File: config.mk
export PLATFORM = sky130hd
export DESIGN_NAME = fila_cmd
export DESIGN_NICKNAME = d
export VERILOG_FILES = /design/src/rtl/fila_cmd.sv
export SDC_FILE = /design/constraint.sdc
export NUM_CORES = 1
export LEC_CHECK = 0
export ABC_AREA = 1
export CORE_MARGIN = 2
export CORE_UTILIZATION = 54
export CTS_CLUSTER_DIAMETER = 100
export DETAILED_ROUTE_END_ITERATION = 7
export GPL_TIMING_DRIVEN = 0
export PLACE_DENSITY = 0.93
export SETUP_SLACK_MARGIN = 0.3
export SYNTH_ARGS = -nofsm -noshare
export SYNTH_HDL_FRONTEND = slang
export SYNTH_SLANG_ARGS = --single-unit
File: constraint.sdc
create_clock -name clk_10KHz -period 1.8 [get_ports clk_10KHz]
set_input_delay 0.36 -clock clk_10KHz [delete_from_list [all_inputs] [get_ports clk_10KHz]]
set_output_delay 0.36 -clock clk_10KHz [all_outputs]
set_load 0.02 [all_outputs]
File: src/rtl/fila_cmd.sv
// rtl/fila_cmd.sv - button-driven command front-end for the 8-entry queue
// Synchronises and debounces two buttons, then issues one guarded enqueue/dequeue strobe per press.
module fila_cmd #(
  parameter int DEBOUNCE_CYC = 100,
  parameter int DEPTH        = 8
) (
  input  logic       clk_10KHz,
  input  logic       reset,
  input  logic       btn_enq,
  input  logic       btn_deq,
  input  logic [7:0] sw_data,
  input  logic [7:0] len_in,
  output logic [7:0] data_out,
  output logic       enqueue_out,
  output logic       dequeue_out,
  output logic       err_out,
  output logic       full_out,
  output logic       empty_out,
  output logic [7:0] op_count
);

  localparam logic [7:0] LP_CNT_MAX = 8'(DEBOUNCE_CYC - 1);
  localparam logic [7:0] LP_DEPTH   = 8'(DEPTH);

  typedef enum logic {ST_IDLE, ST_WAIT_REL} state_t;

  // bit 0 = enqueue button, bit 1 = dequeue button
  logic [1:0] r_s1;
  logic [1:0] r_s2;
  logic [1:0] r_deb;
  logic [1:0] r_deb_q;
  logic [7:0] r_cnt [2];

  state_t     r_state;
  logic [7:0] r_data;
  logic       r_enq;
  logic       r_deq;
  logic       r_err;
  logic [7:0] r_op_count;

  state_t     w_state_nxt;
  logic [7:0] w_data_nxt;
  logic       w_enq_nxt;
  logic       w_deq_nxt;
  logic       w_err_nxt;
  logic [7:0] w_op_count_nxt;
  logic [1:0] w_req;
  logic       w_full;
  logic       w_empty;

  assign w_full  = (len_in >= LP_DEPTH);
  assign w_empty = (len_in == 8'd0);
  assign w_req   = r_deb & ~r_deb_q;

  always_ff @(posedge clk_10KHz or negedge reset) begin
    if (!reset) begin
      r_s1    <= '0;
      r_s2    <= '0;
      r_deb   <= '0;
      r_deb_q <= '0;
      for (int b = 0; b < 2; b++) r_cnt[b] <= '0;
    end else begin
      r_s1    <= {btn_deq, btn_enq};
      r_s2    <= r_s1;
      r_deb_q <= r_deb;
      // deb only follows s2 after DEBOUNCE_CYC consecutive differing samples
      for (int b = 0; b < 2; b++) begin
        if (r_s2[b] != r_deb[b]) begin
          if (r_cnt[b] == LP_CNT_MAX) begin
            r_deb[b] <= r_s2[b];
            r_cnt[b] <= '0;
          end else begin
            r_cnt[b] <= r_cnt[b] + 8'd1;
          end
        end else begin
          r_cnt[b] <= '0;
        end
      end
    end
  end

  always_comb begin
    w_state_nxt    = r_state;
    w_data_nxt     = r_data;
    w_enq_nxt      = 1'b0;
    w_deq_nxt      = 1'b0;
    w_err_nxt      = 1'b0;
    w_op_count_nxt = r_op_count;
    case (r_state)
      ST_IDLE: begin
        // enqueue wins a simultaneous press, matching the queue's own priority
        if (w_req[0]) begin
          w_state_nxt = ST_WAIT_REL;
          if (!w_full) begin
            w_enq_nxt      = 1'b1;
            w_data_nxt     = sw_data;
            w_op_count_nxt = r_op_count + 8'd1;
          end else begin
            w_err_nxt = 1'b1;
          end
        end else if (w_req[1]) begin
          w_state_nxt = ST_WAIT_REL;
          if (!w_empty) begin
            w_deq_nxt      = 1'b1;
            w_op_count_nxt = r_op_count + 8'd1;
          end else begin
            w_err_nxt = 1'b1;
          end
        end
      end
      ST_WAIT_REL: begin
        if (r_deb == 2'b00) w_state_nxt = ST_IDLE;
      end
      default: w_state_nxt = ST_IDLE;
    endcase
  end

  always_ff @(posedge clk_10KHz or negedge reset) begin
    if (!reset) begin
      r_state    <= ST_IDLE;
      r_data     <= '0;
      r_enq      <= 1'b0;
      r_deq      <= 1'b0;
      r_err      <= 1'b0;
      r_op_count <= '0;
    end else begin
      r_state    <= w_state_nxt;
      r_data     <= w_data_nxt;
      r_enq      <= w_enq_nxt;
      r_deq      <= w_deq_nxt;
      r_err      <= w_err_nxt;
      r_op_count <= w_op_count_nxt;
    end
  end

  assign data_out    = r_data;
  assign enqueue_out = r_enq;
  assign dequeue_out = r_deq;
  assign err_out     = r_err;
  assign op_count    = r_op_count;
  assign full_out    = w_full;
  assign empty_out   = w_empty;

endmodule

# ---- Word-level counts from Yosys, hierarchy flattened
# Cells that the tools add are included.
dict set report classes {
  muxes 24
  magnitude_cmp 1
  n_reduce_logical 7
  n_eq_ne 6
  n_addsub 3
  bitwise 4
}
# op n
set ops {}
lappend ops {{two-way mux 8 bit} 8}
lappend ops {{adder 8 x 1 -> 8 bit, second input constant} 3}
lappend ops {{== test 8 x 7 -> 1 bit, second input constant} 2}
lappend ops {{two-way mux 1 bit} 15}
lappend ops {{>= comparator 8 x 4 -> 1 bit, second input constant} 1}
lappend ops {{zero test 8 bit} 1}
lappend ops {{AND reduction 2 bit} 2}
lappend ops {{AND reduction 4 bit} 1}
lappend ops {{AND reduction 3 bit} 1}
lappend ops {{bitwise AND 2 bit} 1}
lappend ops {{zero test 2 bit} 1}
lappend ops {{!= test 1 bit} 2}
lappend ops {{!= test 2 x 1 -> 1 bit, second input constant} 1}
lappend ops {{!= test 2 bit, second input constant} 1}
lappend ops {{inverter 1 bit} 2}
lappend ops {{inverter 2 bit} 1}
lappend ops {{case mux 1 bit (2 select lines)} 1}
lappend ops {{nonzero test 2 bit} 1}
dict set report totals {
  regBits 44
  out_inout_bits 21
  inputBits 20
}

# ---- Logic depth before layout (Yosys ltp)
# Gate-level depths: netlist of run 1.
dict set report logic_depth {
  depth_word 5
  ltp_mapped 8
  mapped_depth_nobuf 8
}

# ---- Least setup slack after synthesis of run 1
# No wires, ideal clock.
dict set report synth_timing {
  path_type {input to register}
  start {input len_in[5]}
  end {register r_data[0], in the netlist data_out[0]}
  cell_stages 7
  arrival_time_ps 1267
  path_buffers 0
  required_ps 1735
  setup_ps 65
  path_slack_ps 468
  cell_sequence {nor2_1 > nand3b_1 > nor2_1 > nand2_2 > clkinv_1 > nand2_1 > nand2_1}
}
dict set report synth_via {
  elab_chain_cells 3
}
# item line
set synth_rtl {}
lappend synth_rtl {{start: declaration} 12} ;# input logic [7:0] len_in,
lappend synth_rtl {{>= comparator 8 x 4 -> 1 bit} 51} ;# assign w_full = (len_in >= LP_DEPTH);
lappend synth_rtl {{named net full_out} 17} ;# output logic full_out,
lappend synth_rtl {{inverter 1 bit (no source line)} n/a}
lappend synth_rtl {{AND reduction 3 bit (no source line)} n/a}
lappend synth_rtl {{end signal: assignment} 128} ;# r_data <= w_data_nxt;
lappend synth_rtl {{end: declaration} 35} ;# logic [7:0] r_data;
# The timed path passes the listed nets, and every way through them passes these cells.
# A chain may end at the register's enable or synchronous reset.

# ---- Final worst setup path of run 1
dict set report layout_timing {
  start {input len_in[4]}
  end {output empty_out}
}
dict set report layout_via {
  elab_chain_cells 1
}
# item line
set layout_rtl {}
lappend layout_rtl {{zero test 8 bit} 52} ;# assign w_empty = (len_in == 8'd0);
lappend layout_rtl {{end: declaration} 18} ;# output logic empty_out,
# Every way passes these cells.

==> flow_summary.json, run 1 <==
{
  "outcome": "completed",
  "leakagePower_nw": 1.319,
  "path_max_fanout": 2,
  "powerDensity_mw_per_mm2": 655.9,
  "post-route-period-util": 0.8521,
  "fin_cells": 313,
  "power_frac_seq": 0.623,
  "grt_pass1_wl_um": 6299,
  "p_int_mw": 1.278,
  "crit_family": "simple AND/OR/NAND/NOR gates",
  "avgSynthCellArea_um2": 9.003,
  "critical_path_arrival_ns": 1.17,
  "postLayoutCellArea_mm2": 0.002480,
  "nets": 290,
  "clock_path_buffers": 2,
  "final.fill_count": 231,
  "worst_pin_slew_ns": 0.3081,
  "rows": 21,
  "slowest_delay_ns": 0.23,
  "dr.pass1.iters": 4,
  "synth_cell_types": 21,
  "start_kind": "input port",
  "fin_crit_ns": 1.534,
  "ant_nets": 0,
  "rsz0062_at_grt": "false",
  "required_ns": 1.44,
  "grt_usage": 0.1985,
  "clock_sinks": 44,
  "via_count": 1550,
  "crit_chain": "dlygate4sd2_1, nor2_1, nand2_1, nor2_2, buf_6",
  "diodes": 0,
  "yosysSeqAreaShare": 0.5688,
  "p_switching_uw": 348.9,
  "crit_path_end_kind": "primary output",
  "syn_inst": 215,
  "reg2reg_from": "r_deb[0]$_DFFE_PN0P_",
  "drive_gt1_frac": 0.1273,
  "chipHeight_um": 63.87,
  "cp_slowest_cell": "dlygate4sd2_1",
  "initial_utilization": 0.5711,
  "syn_to_final_growth_pct": 28.12,
  "fin_worst_skew_ns": 0.01157,
  "antenna_found_initial": 0,
  "grt_pass1_vias": 1509,
  "final_common_cell": "nand2_1",
  "slew_viol_final": 0,
  "viasPerCell": 4.952,
  "grt_overflow": 0,
  "dp_hpwl_um": 2653,
  "dp_cells": 302,
  "synth_nets": 238,
  "drtIter0Drc": 143,
  "globalplace.congestion": 0.7973,
  "final_cell_mix": "nand2_1 (63), dfrtp_1 (41), nor2_1 (24)",
  "clock.fmax_mhz": 652.0,
  "synth_area_leaders": "dfrtp_1 (57%), nand2_1 (12%), nor2_1 (5.0%)",
  "ir_drop_v": 0.0005447,
  "core_mm2": 0.003390,
  "wire_per_inst_um": 11.75,
  "clockPowerShare": 0.316,
  "dpl_cell_area_mm2": 0.002409,
  "fp.dieArea_mm2": 0.004079,
  "yosysWarnings": 0,
  "clock_latency_ns": 0.35,
  "numCtsBuffers": 5,
  "cap_viol_max_count": 0,
  "cts_tree": "yes",
  "drc_errors": 0,
  "wl_um": 3677,
  "setup_viol": 0,
  "hp-start": "r_s1[1]$_DFF_PN0_",
  "clkTransAtPathRegs_ns": 0.11,
  "grt_max_degree": 33,
  "slew_headroom": 0.7946,
  "yosys.area.top_type": "dfrtp_1",
  "hold_class": "flop to flop",
  "die_x_um": 63.87,
  "htree_levels": 2,
  "criticalPathCategory": "input port to primary output",
  "portBuffers": 40,
  "root_buffer": "clkbuf_4",
  "power_frac_comb": 0.061,
  "synthesis.area_mm2": 0.001936,
  "io_pins": 41,
  "hold_viol": 0,
  "yosys_register_bits": 44,
  "worst-path-buf-inv": 2,
  "setup.worst_path.start": "len_in[4]",
  "synth_top_area_share": 0.5688,
  "p_sw_frac": 0.2145
}
==> stage by stage <==
step	worst slack, ns	utilization	hold slack (ns)	total power [mW]	TNS, ns
final	0.2663	0.7316	0.3666	1.627	0
after floorplan	0.4679	-	0.06441	1.061	0
after global placement	-0.7181	0.7062	0.3331	1.126	-32.02
after detailed placement	-0.3498	0.7106	0.2704	1.135	-0.5847
after global routing	0.2222	0.7316	0.3828	1.699	0
after CTS	0.1764	0.7283	0.3698	1.639	0
==> synthesized netlist by cell type (all sizes together) <==
library cell,n
a21oi,1
clkinv,1
dfrtp,44
ha,3
inv,22
nand2,67
nand3,16
nand3b,1
nand4,3
nor2,27
nor3,6
nor3b,2
o21ai,5
or2,1
xnor2,6
xor2,10
==> metal layers <==
metal / track usage / wire [um] / vias to the layer above
li1: - / - / 775
met1: 0.2337 / 1510 / 725
met2: 0.3490 / 1908 / 43
met3: 0.05106 / 194 / 7
met4: 0.07065 / 64 / 0
met5: 0 / 0 / -
==> area by class of cell <==
| class | instances | area, um^2 | area share |
|---|---|---|---|
| clock buffer | 7 | 65.06 | 0.02624 |
| tap | 46 | 57.56 | 0.02321 |
| timing repair buffer | 45 | 412.9 | 0.1665 |
| sequential | 44 | 1105 | 0.4455 |
| multi-input combinational | 148 | 753.2 | 0.3037 |
| inverter | 23 | 86.33 | 0.03481 |
==> power groups by stage <==
stage	logic, mW	registers (mW)	clock network (mW)
after floorplan	0.0297	1.03	0
final	0.0991	1.01	0.513
after detailed placement	0.102	1.03	0
after global routing	0.113	1.02	0.569
after global placement	0.0934	1.03	0
after CTS	0.102	1.01	0.523
==> final timing paths <==
check | endpoint | slack (ns) | depth (start not counted)
max in group asynchronous | r_deb[0]$_DFFE_PN0P_ | 0.91 | 3
min reg2reg | r_s2[1]$_DFF_PN0_ | 0.37 | 0
max | empty_out | 0.27 | 5
max reg2reg | op_count[3]$_DFFE_PN0P_ | 0.46 | 8
min in group asynchronous | r_cnt[6]$_DFF_PN0_ | 0.42 | 2
min | r_s2[1]$_DFF_PN0_ | 0.37 | 0
==> flip-flops by register name, indices dropped and copies added, names as in the netlist <==
name / count
r_deb: 2
r_deb_q: 2
dequeue_out: 1
op_count: 8
data_out: 8
r_cnt: 16
err_out: 1
r_s1: 2
enqueue_out: 1
r_state: 1
r_s2: 2
==> cell families after synthesis <==
family | after synthesis | share of synthesized area
AND/OR/NAND/NOR | 123 | 0.2793
buffers and inverters | 23 | 0.04460
XOR/XNOR | 16 | 0.07240
adder cells (fa/ha/maj) | 3 | 0.01939
flip-flops | 44 | 0.5688
AO/OA/AOI/OAI | 6 | 0.01551
==> what timing repair did <==
action,4_1_cts,5_1_grt
gates resized for setup,40,19
pin swaps,3,4
buffers inserted,1,2
endpoints found under the hold margin,12,0
hold buffers,1,0
endpoints found under the setup margin,21,18
(Power assumes the default switching activity.)
==> run 2, diff against run 1 <==
CTS_CLUSTER_DIAMETER = not set   (was 100)
clock period = 1.96 ns   (was 1.8 ns; I/O delays follow)
==> flow_summary.json, run 2 (synthesis gave the netlist of run 1 again) <==
{
  "ff_latch_area_mm2": 0.001101,
  "outcome": "completed",
  "hp-start": "r_s1[1]$_DFF_PN0_",
  "drc_errors": 0,
  "whs_path_depth": 0,
  "reg2reg_from": "r_deb[0]$_DFFE_PN0P_",
  "criticalPathCategory": "flop to primary output",
  "reg2regPathDepth": 8,
  "crit_path_end_kind": "primary output",
  "final_cell_mix": "nand2_1 (62), dfrtp_1 (44), nor2_1 (23)",
  "slew_viol_final": 0,
  "via_count": 1571,
  "syn_to_final_growth_pct": 30.70,
  "clock.fmax_mhz": 631.3,
  "drive_gt1_frac": 0.1078,
  "wl_um": 3994,
  "wire_per_inst_um": 12.68,
  "htree_levels": 2,
  "final_common_cell": "nand2_1",
  "die_x_um": 63.87,
  "crit_chain": "dlygate4sd2_1",
  "multi_input_area_um2": 763.2,
  "postLayoutCellArea_mm2": 0.002530,
  "dpl_cell_area_mm2": 0.002409,
  "place_ws_ns": -0.2538,
  "portBuffers": 40,
  "powerDensity_mw_per_mm2": 592.2,
  "grt_usage": 0.2016,
  "nets": 292,
  "setup_tns_ns": 0,
  "whs_ns": 0.3669,
  "io_pins": 41,
  "leakagePower_nw": 1.384,
  "antenna_found_initial": 0,
  "root_buffer": "clkbuf_4",
  "fin_worst_skew_ns": 0.008591,
  "worst-path-buf-inv": 1,
  "chipHeight_um": 63.87,
  "start_kind": "flop",
  "required_ns": 1.57,
  "slew_headroom": 0.7945,
  "crit_family": "flip-flops",
  "grt_pass1_vias": 1523,
  "initial_utilization": 0.5711,
  "post-route-period-util": 0.8082,
  "clock_path_buffers": 2,
  "dp_cells": 302,
  "clock_latency_ns": 0.35,
  "regToRegSetupSlack_ns": 0.57,
  "whs_endpoint": "r_s2[1]$_DFF_PN0_",
  "rows": 21,
  "dr.pass1.iters": 4,
  "clkTransAtPathRegs_ns": 0.12,
  "hold_viol": 0,
  "drtIter0Drc": 127,
  "grt_overflow": 0,
  "critical_path_arrival_ns": 1.19,
  "final_core_util": 0.7464,
  "rsz0062_at_grt": "false",
  "largest_reg_flops": 16,
  "fin_crit_ns": 1.584,
  "r2r-end": "op_count[1]$_DFFE_PN0P_",
  "globalplace.congestion": 0.7973,
  "dp_hpwl_um": 2653,
  "ir_drop_v": 0.0005258,
  "worst_slack_ns": 0.3760,
  "setup.worst_path.start": "op_count[2]$_DFFE_PN0P_",
  "core_mm2": 0.003390,
  "numCtsBuffers": 5,
  "cts_tree": "yes",
  "clock_sinks": 44,
  "final.fill_count": 226,
  "hold_class": "flop to flop",
  "fp.dieArea_mm2": 0.004079,
  "power_mw": 1.498,
  "grt_max_degree": 33,
  "setup_viol": 0,
  "ant_nets": 0,
  "grt_pass1_wl_um": 6396,
  "slowest_delay_ns": 0.47,
  "fin_cells": 315,
  "viasPerCell": 4.987,
  "cap_viol_max_count": 0,
  "top_register": "r_cnt",
  "worst_pin_slew_ns": 0.3083,
  "diodes": 0,
  "path_max_fanout": 5,
  "cp_slowest_cell": "dfrtp_1"
}
## run 2: cell count changes in the layout (fill, tap and decap cells not counted), sizes merged, moves of 2 or more
cell | previous run | this run
clkbuf | 13 | 7
dlygate4sd2 | 15 | 19
dlymetal6s2s | 4 | 8
clkinvlp | 0 | 2
clkdlybuf4s15 | 2 | 0
## run 2: worst max-delay path by stage
| stage | to | slack [ns] | cells past startpoint |
|---|---|---|---|
| after CTS | empty_out | 0.20 | 5 |
| after detailed placement | empty_out | -0.25 | 5 |
| after global placement | data_out[5]$_DFFE_PN0P_ | -0.59 | 1 |
| final | op_count[2] | 0.38 | 1 |
| after floorplan | data_out[0]$_DFFE_PN0P_ | 0.60 | 7 |
| after global routing | op_count[2] | 0.35 | 1 |
## run 2: per-layer routing
metal,vias to the layer above,GRT usage,share of wire
met4,0,0.07609,0.019
met5,-,0,0
li1,778,-,-
met1,740,0.2384,0.40
met3,7,0.05282,0.051
met2,46,0.3503,0.53
## run 2: what timing repair did
item	in CTS	in global routing
pin swaps	1	7
setup buffers	1	3
setup endpoints to repair	21	10
gates resized for setup	27	16
cloned	0	1
hold buffers	1	0
endpoints found under the hold margin	12	0
## run 2: cell type report
| cell class | instances | area share |
|---|---|---|
| clock buffer | 7 | 0.02572 |
| timing repair inverter | 1 | 0.001978 |
| timing repair buffer | 46 | 0.1771 |
| sequential | 44 | 0.4352 |
| inverter | 23 | 0.03561 |
| multi-input combinational | 148 | 0.3017 |
| tap | 46 | 0.02275 |
## run 2: report_power, final
part	switching [mW]	total, mW	internal [mW]
clock	0.268	0.471	0.204
sequential	0.00983	0.931	0.921
combinational	0.0450	0.0955	0.0506
total	0.323	1.50	1.18
==> run 3, diff against run 2 <==
CORE_UTILIZATION = 50   (was 54)
PLACE_DENSITY = 0.88   (was 0.93)
clock period = 1.5 ns   (was 1.96 ns; I/O delays follow)
==> flow_summary.json, run 3 (synthesis gave the netlist of run 1 again) <==
{
  "outcome": "completed",
  "path_max_fanout": 5,
  "ir_drop_v": 0.0008747,
  "crit_family": "flip-flops",
  "final_core_util": 0.7982,
  "ant_nets": 0,
  "grt_max_degree": 44,
  "io_pins": 41,
  "postLayoutCellArea_mm2": 0.002944,
  "drc_errors": 0,
  "cap_viol_max_count": 0,
  "crit_path_end_kind": "primary output",
  "r2r-end": "r_deb[1]$_DFFE_PN0P_",
  "top_register": "r_cnt",
  "diodes": 0,
  "required_ns": 1.20,
  "antenna_found_initial": 0,
  "wire_per_inst_um": 15.22,
  "drive_gt1_frac": 0.4262,
  "globalplace.congestion": 0.7925,
  "rows": 22,
  "fin_worst_skew_ns": 0.01323,
  "grt_usage": 0.2211,
  "leakagePower_nw": 1.481,
  "numCtsBuffers": 5,
  "place_ws_ns": -0.5078,
  "worst_slack_ns": 0.1644,
  "crit_chain": "buf_6, buf_6",
  "clock.fmax_mhz": 748.7,
  "slowest_delay_ns": 0.48,
  "slew_viol_final": 0,
  "dr.pass1.iters": 4,
  "fin_crit_ns": 1.336,
  "clock_sinks": 44,
  "worst-path-buf-inv": 2,
  "largest_reg_flops": 16,
  "power_mw": 2.281,
  "cp_slowest_cell": "dfrtp_2",
  "final_common_cell": "nand2_1",
  "rsz0062_at_grt": "true",
  "worst_pin_slew_ns": 0.2778,
  "start_kind": "flop",
  "hold_class": "input port to asynchronous set/reset pin",
  "slew_headroom": 0.8142,
  "portBuffers": 40,
  "final.fill_count": 227,
  "setup_viol": 0,
  "grt_pass1_wl_um": 7355,
  "core_mm2": 0.003689,
  "fp.dieArea_mm2": 0.004385,
  "post-route-period-util": 0.8904,
  "clock_path_buffers": 2,
  "die_x_um": 66.22,
  "viasPerCell": 5.069,
  "via_count": 1754,
  "hold_viol": 0,
  "initial_utilization": 0.5248,
  "chipHeight_um": 66.22,
  "clkTransAtPathRegs_ns": 0.09,
  "regToRegSetupSlack_ns": 0.21,
  "reg2regPathDepth": 3,
  "syn_to_final_growth_pct": 52.10,
  "setup.worst_path.start": "op_count[0]$_DFFE_PN0P_",
  "critical_path_arrival_ns": 1.04,
  "dp_hpwl_um": 2607,
  "grt_overflow": 0,
  "reg2reg_from": "r_cnt[4]$_DFF_PN0_",
  "htree_levels": 2,
  "powerDensity_mw_per_mm2": 774.6,
  "wl_um": 5266,
  "criticalPathCategory": "flop to primary output",
  "nets": 320,
  "drtIter0Drc": 81,
  "final_cell_mix": "nand2_1 (51), dfrtp_1 (37), buf_4 (27)",
  "dp_cells": 304,
  "cts_tree": "yes",
  "root_buffer": "clkbuf_8",
  "fin_cells": 346,
  "grt_pass1_vias": 1652,
  "crit_top_cell": "buf_6",
  "dpl_cell_area_mm2": 0.002434,
  "clock_latency_ns": 0.31
}
==> run 3: changes by cell type in the layout (fill, tap and decap cells not counted), sizes merged <==
cell          previous run  this run
buf                      8        57
dlygate4sd2             19         0
dlymetal6s2s             8         0
clkbuf                   7        12
clkinv                   0         2
clkinvlp                 2         0
bufinv                   0         1
nand2                   67        68
==> run 3: report_power, final <==
part / internal (mW) / switching, mW / leakage, nW / total [mW]
Combinational: 0.0834 / 0.0764 / 0.837 / 0.160
Clock: 0.494 / 0.399 / 0.0552 / 0.894
Sequential: 1.20 / 0.0233 / 0.589 / 1.23
==> run 3: timing repair <==
item | 4_1_cts | 5_1_grt
setup buffers | 17 | 15
hold buffers | 1 | 0
endpoints found under the setup margin | 40 | 36
gates cloned | 1 | 0
pin swaps | 15 | 23
hold endpoints to repair | 42 | 0
resized for setup | 121 | 61
==> run 3: worst max path at each step <==
stage | end | slack (ns) | cells past startpoint
2_1_floorplan | op_count[3]$_DFFE_PN0P_ | 0.26 | 8
3_3_place_gp | op_count[0]$_DFFE_PN0P_ | -1.08 | 1
3_5_place_dp | empty_out | -0.51 | 5
4_1_cts | empty_out | 0.21 | 5
5_1_grt | op_count[0] | 0.14 | 2
6_report | op_count[0] | 0.16 | 2
==> run 3: metrics by stage <==
stage                     hold WS (ns)  TNS (ns)
after floorplan               0.004409         0
after global placement          0.3334    -44.34
after detailed placement       0.09937    -3.554
after CTS                       0.3210         0
after global routing            0.3189         0
final                           0.3249         0
==> run 3: cell type report <==
| type | count | area, um^2 | area share |
|---|---|---|---|
| well taps | 48 | 60.06 | 0.02040 |
| clock buffers | 6 | 72.57 | 0.02465 |
| clock inverters | 2 | 35.03 | 0.01190 |
| repair buffers | 74 | 564.3 | 0.1917 |
| inverters | 23 | 91.34 | 0.03102 |
| multi-input cells | 149 | 1011 | 0.3434 |
| flip-flops and latches | 44 | 1110 | 0.3770 |
==> run 3: routing by layer <==
layer | global-route usage | up-vias | wire length (um)
li1 | - | 835 | -
met1 | 0.2640 | 834 | 1926
met2 | 0.3913 | 67 | 2836
met3 | 0.06303 | 18 | 317
met4 | 0.05357 | 0 | 185
met5 | 0 | - | 0
